`src/rtl/mem_access_unit_if.sv`:
```
// Bus bundle between the control FSM / data memory and mem_access_unit.
// slave is the mem_access_unit view; master is the environment view
// (control FSM request side plus the data memory response side).
interface mem_access_unit_if #(
  parameter int unsigned ADDR_W = 32
);
  logic              req_valid;
  logic              req_write;
  logic [ADDR_W-1:0] req_addr;
  logic [31:0]       req_wdata;
  logic [2:0]        req_funct3;
  logic              req_ready;
  logic              busy;
  logic              rsp_valid;
  logic [31:0]       rsp_rdata;
  logic              rsp_err;
  logic              mem_req;
  logic              mem_we;
  logic [ADDR_W-1:0] mem_addr;
  logic [3:0]        mem_be;
  logic [31:0]       mem_wdata;
  logic              mem_ack;
  logic [31:0]       mem_rdata;

  modport slave (
    input  req_valid, req_write, req_addr, req_wdata, req_funct3, mem_ack, mem_rdata,
    output req_ready, busy, rsp_valid, rsp_rdata, rsp_err,
           mem_req, mem_we, mem_addr, mem_be, mem_wdata
  );

  modport master (
    output req_valid, req_write, req_addr, req_wdata, req_funct3, mem_ack, mem_rdata,
    input  req_ready, busy, rsp_valid, rsp_rdata, rsp_err,
           mem_req, mem_we, mem_addr, mem_be, mem_wdata
  );
endinterface

```
`src/rtl/mem_access_unit.sv`:
```
// Load/store adapter: decodes byte/half/word accesses, drives a variable
// latency word memory, formats load data and flags misaligned, illegal and
// timed-out accesses. All outputs are registered.
module mem_access_unit #(
  parameter int unsigned ADDR_W  = 32,
  parameter int unsigned TIMEOUT = 16
) (
  input  logic             clk,
  input  logic             reset,
  mem_access_unit_if.slave bus
);

  localparam int unsigned CNT_W = (TIMEOUT > 1) ? $clog2(TIMEOUT) : 1;

  typedef enum logic [1:0] {
    IDLE   = 2'd0,
    ACCESS = 2'd1,
    RESP   = 2'd2
  } state_e;

  state_e            state_q, state_d;
  logic [CNT_W-1:0]  cnt_q, cnt_d;
  logic [2:0]        funct3_q, funct3_d;
  logic [1:0]        lane_q, lane_d;
  logic              req_ready_q, req_ready_d;
  logic              busy_q, busy_d;
  logic              rsp_valid_q, rsp_valid_d;
  logic [31:0]       rsp_rdata_q, rsp_rdata_d;
  logic              rsp_err_q, rsp_err_d;
  logic              mem_req_q, mem_req_d;
  logic              mem_we_q, mem_we_d;
  logic [ADDR_W-1:0] mem_addr_q, mem_addr_d;
  logic [3:0]        mem_be_q, mem_be_d;
  logic [31:0]       mem_wdata_q, mem_wdata_d;

  logic        dec_bad_c;
  logic [3:0]  dec_be_c;
  logic [31:0] dec_wdata_c;
  logic [31:0] load_data_c;
  logic [31:0] lane_word_c;

  // Request decode: legality, alignment, byte enables and lane-shifted data.
  always_comb begin
    dec_bad_c   = 1'b0;
    dec_be_c    = 4'b1111;
    dec_wdata_c = bus.req_wdata << {bus.req_addr[1:0], 3'b000};
    if (bus.req_write) begin
      if (bus.req_funct3[2] || (bus.req_funct3[1:0] == 2'b11)) dec_bad_c = 1'b1;
    end else begin
      if ((bus.req_funct3[1:0] == 2'b11) || (bus.req_funct3 == 3'b110)) dec_bad_c = 1'b1;
    end
    case (bus.req_funct3[1:0])
      2'b01:   if (bus.req_addr[0]) dec_bad_c = 1'b1;
      2'b10:   if (bus.req_addr[1:0] != 2'b00) dec_bad_c = 1'b1;
      default: ;
    endcase
    if (bus.req_write) begin
      case (bus.req_funct3[1:0])
        2'b00:   dec_be_c = 4'b0001 << bus.req_addr[1:0];
        2'b01:   dec_be_c = 4'b0011 << bus.req_addr[1:0];
        default: dec_be_c = 4'b1111;
      endcase
    end
  end

  // Load formatting: pick the addressed lane, then sign or zero extend.
  always_comb begin
    lane_word_c = bus.mem_rdata >> {lane_q, 3'b000};
    case (funct3_q[1:0])
      2'b00:   load_data_c = funct3_q[2] ? {24'h0, lane_word_c[7:0]}
                                         : {{24{lane_word_c[7]}}, lane_word_c[7:0]};
      2'b01:   load_data_c = funct3_q[2] ? {16'h0, lane_word_c[15:0]}
                                         : {{16{lane_word_c[15]}}, lane_word_c[15:0]};
      default: load_data_c = bus.mem_rdata;
    endcase
  end

  // Next-state and registered-output logic.
  always_comb begin
    state_d     = state_q;
    cnt_d       = cnt_q;
    funct3_d    = funct3_q;
    lane_d      = lane_q;
    rsp_rdata_d = rsp_rdata_q;
    rsp_err_d   = rsp_err_q;
    mem_req_d   = mem_req_q;
    mem_we_d    = mem_we_q;
    mem_addr_d  = mem_addr_q;
    mem_be_d    = mem_be_q;
    mem_wdata_d = mem_wdata_q;
    case (state_q)
      IDLE: begin
        if (bus.req_valid) begin
          funct3_d = bus.req_funct3;
          lane_d   = bus.req_addr[1:0];
          cnt_d    = '0;
          if (dec_bad_c) begin
            state_d   = RESP;
            rsp_err_d = 1'b1;
          end else begin
            state_d     = ACCESS;
            rsp_err_d   = 1'b0;
            mem_req_d   = 1'b1;
            mem_we_d    = bus.req_write;
            mem_addr_d  = {bus.req_addr[ADDR_W-1:2], 2'b00};
            mem_be_d    = dec_be_c;
            mem_wdata_d = dec_wdata_c;
          end
        end
      end
      ACCESS: begin
        if (bus.mem_ack) begin
          state_d   = RESP;
          mem_req_d = 1'b0;
          rsp_err_d = 1'b0;
          if (!mem_we_q) rsp_rdata_d = load_data_c;
        end else if ((TIMEOUT != 0) && (cnt_q == CNT_W'(TIMEOUT - 1))) begin
          state_d   = RESP;
          mem_req_d = 1'b0;
          rsp_err_d = 1'b1;
        end else begin
          cnt_d = cnt_q + CNT_W'(1);
        end
      end
      RESP:    state_d = IDLE;
      default: state_d = IDLE;
    endcase
    req_ready_d = (state_d == IDLE);
    busy_d      = (state_d != IDLE);
    rsp_valid_d = (state_d == RESP);
  end

  // State and output registers with synchronous reset.
  always_ff @(posedge clk) begin
    if (reset) begin
      state_q     <= IDLE;
      cnt_q       <= '0;
      funct3_q    <= '0;
      lane_q      <= '0;
      req_ready_q <= 1'b1;
      busy_q      <= 1'b0;
      rsp_valid_q <= 1'b0;
      rsp_rdata_q <= '0;
      rsp_err_q   <= 1'b0;
      mem_req_q   <= 1'b0;
      mem_we_q    <= 1'b0;
      mem_addr_q  <= '0;
      mem_be_q    <= '0;
      mem_wdata_q <= '0;
    end else begin
      state_q     <= state_d;
      cnt_q       <= cnt_d;
      funct3_q    <= funct3_d;
      lane_q      <= lane_d;
      req_ready_q <= req_ready_d;
      busy_q      <= busy_d;
      rsp_valid_q <= rsp_valid_d;
      rsp_rdata_q <= rsp_rdata_d;
      rsp_err_q   <= rsp_err_d;
      mem_req_q   <= mem_req_d;
      mem_we_q    <= mem_we_d;
      mem_addr_q  <= mem_addr_d;
      mem_be_q    <= mem_be_d;
      mem_wdata_q <= mem_wdata_d;
    end
  end

  assign bus.req_ready = req_ready_q;
  assign bus.busy      = busy_q;
  assign bus.rsp_valid = rsp_valid_q;
  assign bus.rsp_rdata = rsp_rdata_q;
  assign bus.rsp_err   = rsp_err_q;
  assign bus.mem_req   = mem_req_q;
  assign bus.mem_we    = mem_we_q;
  assign bus.mem_addr  = mem_addr_q;
  assign bus.mem_be    = mem_be_q;
  assign bus.mem_wdata = mem_wdata_q;

endmodule

```
`src/flat_wrapper.sv`:
```
// flat-port wrapper written by rule: the top's interface ports become plain ports
module mem_access_unit_flat 
#(
  parameter int unsigned ADDR_W  = 32,
  parameter int unsigned TIMEOUT = 16
)
  (clk, reset, bus_req_valid, bus_req_write, bus_req_addr, bus_req_wdata, bus_req_funct3, bus_mem_ack, bus_mem_rdata, bus_req_ready, bus_busy, bus_rsp_valid, bus_rsp_rdata, bus_rsp_err, bus_mem_req, bus_mem_we, bus_mem_addr, bus_mem_be, bus_mem_wdata);
  mem_access_unit_if #(.ADDR_W(ADDR_W)) bus_i ();
  input  logic clk;
  input  logic reset;
  input wire logic [$bits(bus_i.req_valid)-1:0] bus_req_valid;
  input wire logic [$bits(bus_i.req_write)-1:0] bus_req_write;
  input wire logic [$bits(bus_i.req_addr)-1:0] bus_req_addr;
  input wire logic [$bits(bus_i.req_wdata)-1:0] bus_req_wdata;
  input wire logic [$bits(bus_i.req_funct3)-1:0] bus_req_funct3;
  input wire logic [$bits(bus_i.mem_ack)-1:0] bus_mem_ack;
  input wire logic [$bits(bus_i.mem_rdata)-1:0] bus_mem_rdata;
  output wire logic [$bits(bus_i.req_ready)-1:0] bus_req_ready;
  output wire logic [$bits(bus_i.busy)-1:0] bus_busy;
  output wire logic [$bits(bus_i.rsp_valid)-1:0] bus_rsp_valid;
  output wire logic [$bits(bus_i.rsp_rdata)-1:0] bus_rsp_rdata;
  output wire logic [$bits(bus_i.rsp_err)-1:0] bus_rsp_err;
  output wire logic [$bits(bus_i.mem_req)-1:0] bus_mem_req;
  output wire logic [$bits(bus_i.mem_we)-1:0] bus_mem_we;
  output wire logic [$bits(bus_i.mem_addr)-1:0] bus_mem_addr;
  output wire logic [$bits(bus_i.mem_be)-1:0] bus_mem_be;
  output wire logic [$bits(bus_i.mem_wdata)-1:0] bus_mem_wdata;
  assign bus_i.req_valid = bus_req_valid;
  assign bus_i.req_write = bus_req_write;
  assign bus_i.req_addr = bus_req_addr;
  assign bus_i.req_wdata = bus_req_wdata;
  assign bus_i.req_funct3 = bus_req_funct3;
  assign bus_i.mem_ack = bus_mem_ack;
  assign bus_i.mem_rdata = bus_mem_rdata;
  assign bus_req_ready = bus_i.req_ready;
  assign bus_busy = bus_i.busy;
  assign bus_rsp_valid = bus_i.rsp_valid;
  assign bus_rsp_rdata = bus_i.rsp_rdata;
  assign bus_rsp_err = bus_i.rsp_err;
  assign bus_mem_req = bus_i.mem_req;
  assign bus_mem_we = bus_i.mem_we;
  assign bus_mem_addr = bus_i.mem_addr;
  assign bus_mem_be = bus_i.mem_be;
  assign bus_mem_wdata = bus_i.mem_wdata;
  mem_access_unit #(.ADDR_W(ADDR_W), .TIMEOUT(TIMEOUT)) u_core (.clk(clk), .reset(reset), .bus(bus_i));
endmodule
```
`config.mk`:
```
export PLATFORM = sky130hd
export DESIGN_NAME = mem_access_unit_flat
export DESIGN_NICKNAME = d
export VERILOG_FILES = /design/src/rtl/mem_access_unit_if.sv /design/src/rtl/mem_access_unit.sv /design/src/flat_wrapper.sv
export SDC_FILE = /design/constraint.sdc
export NUM_CORES = 1
export LEC_CHECK = 0
export ABC_AREA = 1
export BUFFER_PORTS_ARGS = -buffer_cell sky130_fd_sc_hd__buf_2
export CORE_MARGIN = 10
export CORE_UTILIZATION = 45
export DETAILED_ROUTE_END_ITERATION = 10
export PLACE_DENSITY = 0.74
export SYNTH_ARGS = -nofsm -noshare
export SYNTH_HDL_FRONTEND = slang
export SYNTH_SLANG_ARGS = --single-unit
```
`constraint.sdc`:
```
create_clock -name clk -period 1.5 [get_ports clk]
set_input_delay 0.075 -clock clk [delete_from_list [all_inputs] [get_ports clk]]
set_output_delay 0.075 -clock clk [all_outputs]
set_load 0.1 [all_outputs]
```
==> impl_metrics.toml <==
[outcome]
run_status = "finished, final reports clean"

[synthesis]
yosysSeqAreaShare_pct = 38.38
syn_avg_cell_area_sq_um = 6.139
synthCells = 977
synth_warnings = 0
ys_ff_latch = 115
synth.distinct_cells = 27
netlist_area_sq_um = 5998

[die]
rows = 42
core_area_sq_um = 13140
io_pins = 210
die_w_um = 135.5
start_util_pct = 45.66
dieArea_sq_um = 18350
fp.dieH_um = 135.5

[sta]
fin_crit_sh_pct = 90.71
tightest_slew_ns = 0.5245
setup_ws_ns = 0.1394
setup_violations = 0
hold_viol_final = 0
worst_clock_skew_ns = 0.009053
fmax_mhz = 735.0
slew_headroom_pct = 65.28
maxSlewViolCount = 0
finalCriticalPeriod_ns = 1.361

[place]
dpl_worst_slack_ns = -0.04366
dp_hpwl_um = 13760
placed_area_sq_um = 7315
gp_congestion = 0.8918
port_buffers = 207

[grt]
grt_max_degree = 46
grt-ovfl-total = 0
grt_pass1_wl_um = 30370
grt_pass1_vias = 6234
grt.total_usage_pct = 20.35
antenna_found_initial = 1

[critical_path]
start_kind = "flip-flop"
worstSetupPathType = "reg2reg"
worstPathArrival_ns = 1.70
worst-r2r-cell-count = 8
path_max_fanout = 14
cp-end-kind = "flip-flop"
critPathRequiredTime_ns = 1.84

[routing]
ant_nets = 0
vias = 6713
finalWirelength_um = 19310
first_pass_iters = 5
drt_iter0_drc = 412
vias_per_cell = 4.727
wl_per_cell_um = 13.60
drc_errors = 0

[final_layout]
diodes = 0
fin_area_sq_um = 8421
drive_gt1_share_pct = 25.08
final_nets = 1340
syn_to_final_growth_pct = 40.38

[cts]
cts_sinks = 115
cts_buffer_depth = 2
cts_buffers = 17
htree_levels = 4
clkLatencyLatePin_ns = 0.42
clkTransAtPathRegs_ns = 0.06
cts_tree = "yes"
clock-root-buffer = "clkbuf_16"

[power_and_ir_drop]
ir_worst_vdd_v = 0.0009858
pwr_density_cell_nw_per_um2 = 1317
power_mw = 11.09
p_leak_nw = 4.685

[flow_run]
maxCapViolations = 0

[worst_hold_path]
hold_class = "in2reg"
min_path_cells = 5
[cell usage after synthesis]
cell | number | area share, %
conb_1 | 1 | 0.063
nor2_1 | 167 | 10
buf_1 | 1 | 0.063
xor2_1 | 1 | 0.15
inv_1 | 125 | 7.8
o21ai_1 | 21 | 1.8
dfxtp_1 | 115 | 38
nor3_1 | 5 | 0.42
o21ai_0 | 41 | 3.4
o211ai_1 | 4 | 0.50
nand3_2 | 5 | 0.83
o21a_1 | 2 | 0.25
nand3_1 | 50 | 4.2
ha_1 | 5 | 1.0
inv_4 | 1 | 0.10
nand2_1 | 291 | 18
a21oi_1 | 65 | 5.4
buf_2 | 12 | 1.0
nor2_4 | 1 | 0.19
buf_6 | 6 | 1.1
nor3b_1 | 2 | 0.25
clkbuf_1 | 25 | 1.6
nor2_2 | 1 | 0.10
nand4_1 | 1 | 0.10
or2_2 | 1 | 0.10
buf_4 | 12 | 1.5
inv_2 | 16 | 1.0
[final cells by class]
| class | instances | area [sq um] |
|---|---|---|
| clock buffers | 18 | 429.2 |
| clock inverters | 14 | 202.7 |
| fillers | 1258 | 4717 |
| inverters | 142 | 540.5 |
| multi-input cells | 666 | 2898 |
| flip-flops and latches | 115 | 2306 |
| well taps | 176 | 220.2 |
| repair buffers | 289 | 1824 |
[where the power goes]
part | internal, mW | switching, mW
Combinational | 0.804 | 2.56
Sequential | 3.29 | 0.115
Clock | 2.80 | 1.52
Total | 6.89 | 4.20
[per-layer routing]
layer,global-route usage [%],part of all wire [%],routed length (um),vias to the layer above
met4,6.160,1.6,303,2
met1,23.61,41,7823,2946
met2,33.32,47,9161,260
li1,-,-,-,3478
met3,8.680,10,2008,27
met5,0,0.067,13,-
[flip-flops by register name, indices dropped and copies added (netlist names), 2 cells and up]
name                  count
u_core.funct3_q           3
u_core.cnt_q              4
u_core.bus.mem_addr      30
u_core.bus.mem_wdata     32
u_core.state_q            2
u_core.bus.mem_be         4
u_core.bus.rsp_rdata     32
u_core.lane_q             2
[cell families after synthesis]
| family | synth area share (%) |
|---|---|
| adder cells (fa/ha/maj) | 1.043 |
| XOR/XNOR | 0.1460 |
| buffers and inverters | 14.18 |
| AO/OA/AOI/OAI | 11.35 |
| flip-flops | 38.38 |
| AND/OR/NAND/NOR | 34.84 |
| other | 0.06252 |
[critical path, stage by stage, from the launching register on]
cell and delay [ns]:
dfxtp_1 0.41, buf_4 0.18, buf_4 0.20, nand2_1 0.06, nand3_1 0.07, o21ai_0 0.11, nand2_1 0.08, nand2_1 0.05
a21oi_1 0.12
[layout by cell type, fill, tap and decap left out]
cell type	synthesis	routed
o21a_1	2	2
o21ai_1	21	21
clkbuf_1	25	1
inv_6	0	3
a21oi_1	65	64
buf_12	0	6
conb_1	1	2
nand4_1	1	1
nor2_4	1	2
bufinv_16	0	4
buf_4	12	37
nor3_1	5	5
dlygate4sd3_1	0	39
inv_4	1	3
o211ai_1	4	4
nand2_1	291	290
inv_1	125	125
dfxtp_4	0	1
nor3b_1	2	2
or2_2	1	1
nand3_1	50	50
dfxtp_1	115	114
clkinv_4	0	3
nand3_4	0	3
nor2_2	1	2
clkinvlp_4	0	4
nor2_1	167	165
o21ai_0	41	41
inv_2	16	14
a21oi_2	0	1
clkbuf_16	0	17
buf_2	12	207
nand3_2	5	3
xor2_1	1	1
nand2_2	0	1
ha_1	5	5
[final timing paths]
kind / startpoint / to / slack, ns
worst max-delay path: u_core.lane_q[0] / u_core.bus.rsp_rdata[0] / 0.14
worst min-delay path: bus_req_wdata[28] / u_core.bus.mem_wdata[28] / 0.02
worst max register to register: u_core.lane_q[0] / u_core.bus.rsp_rdata[0] / 0.14
worst min register to register: u_core.bus.rsp_err / u_core.bus.rsp_err / 0.46
[repair_timing]
item	in CTS	in global routing
resized for setup	1	8
pin swaps	0	1
buffers inserted	0	5
hold buffers	39	0
gates cloned	0	1
endpoints found under the hold margin	39	0
setup endpoints to repair	5	39
[per-stage QoR]
stage | hold slack (ns) | util [%] | instances | setup TNS, ns
final | 0.01825 | 64.10 | 1420 | 0
after global routing | 0.02928 | 64.10 | 1420 | -0.0008438
after CTS | 0.0001087 | 63.51 | 1414 | 0
after detailed placement | 0.3019 | 55.68 | 1343 | -0.5181
after global placement | 0.2941 | 55.68 | 1343 | -0.03292
after floorplan | 0.2099 | - | 978 | 0
Note: power is estimated with default switching activity, not from simulation.
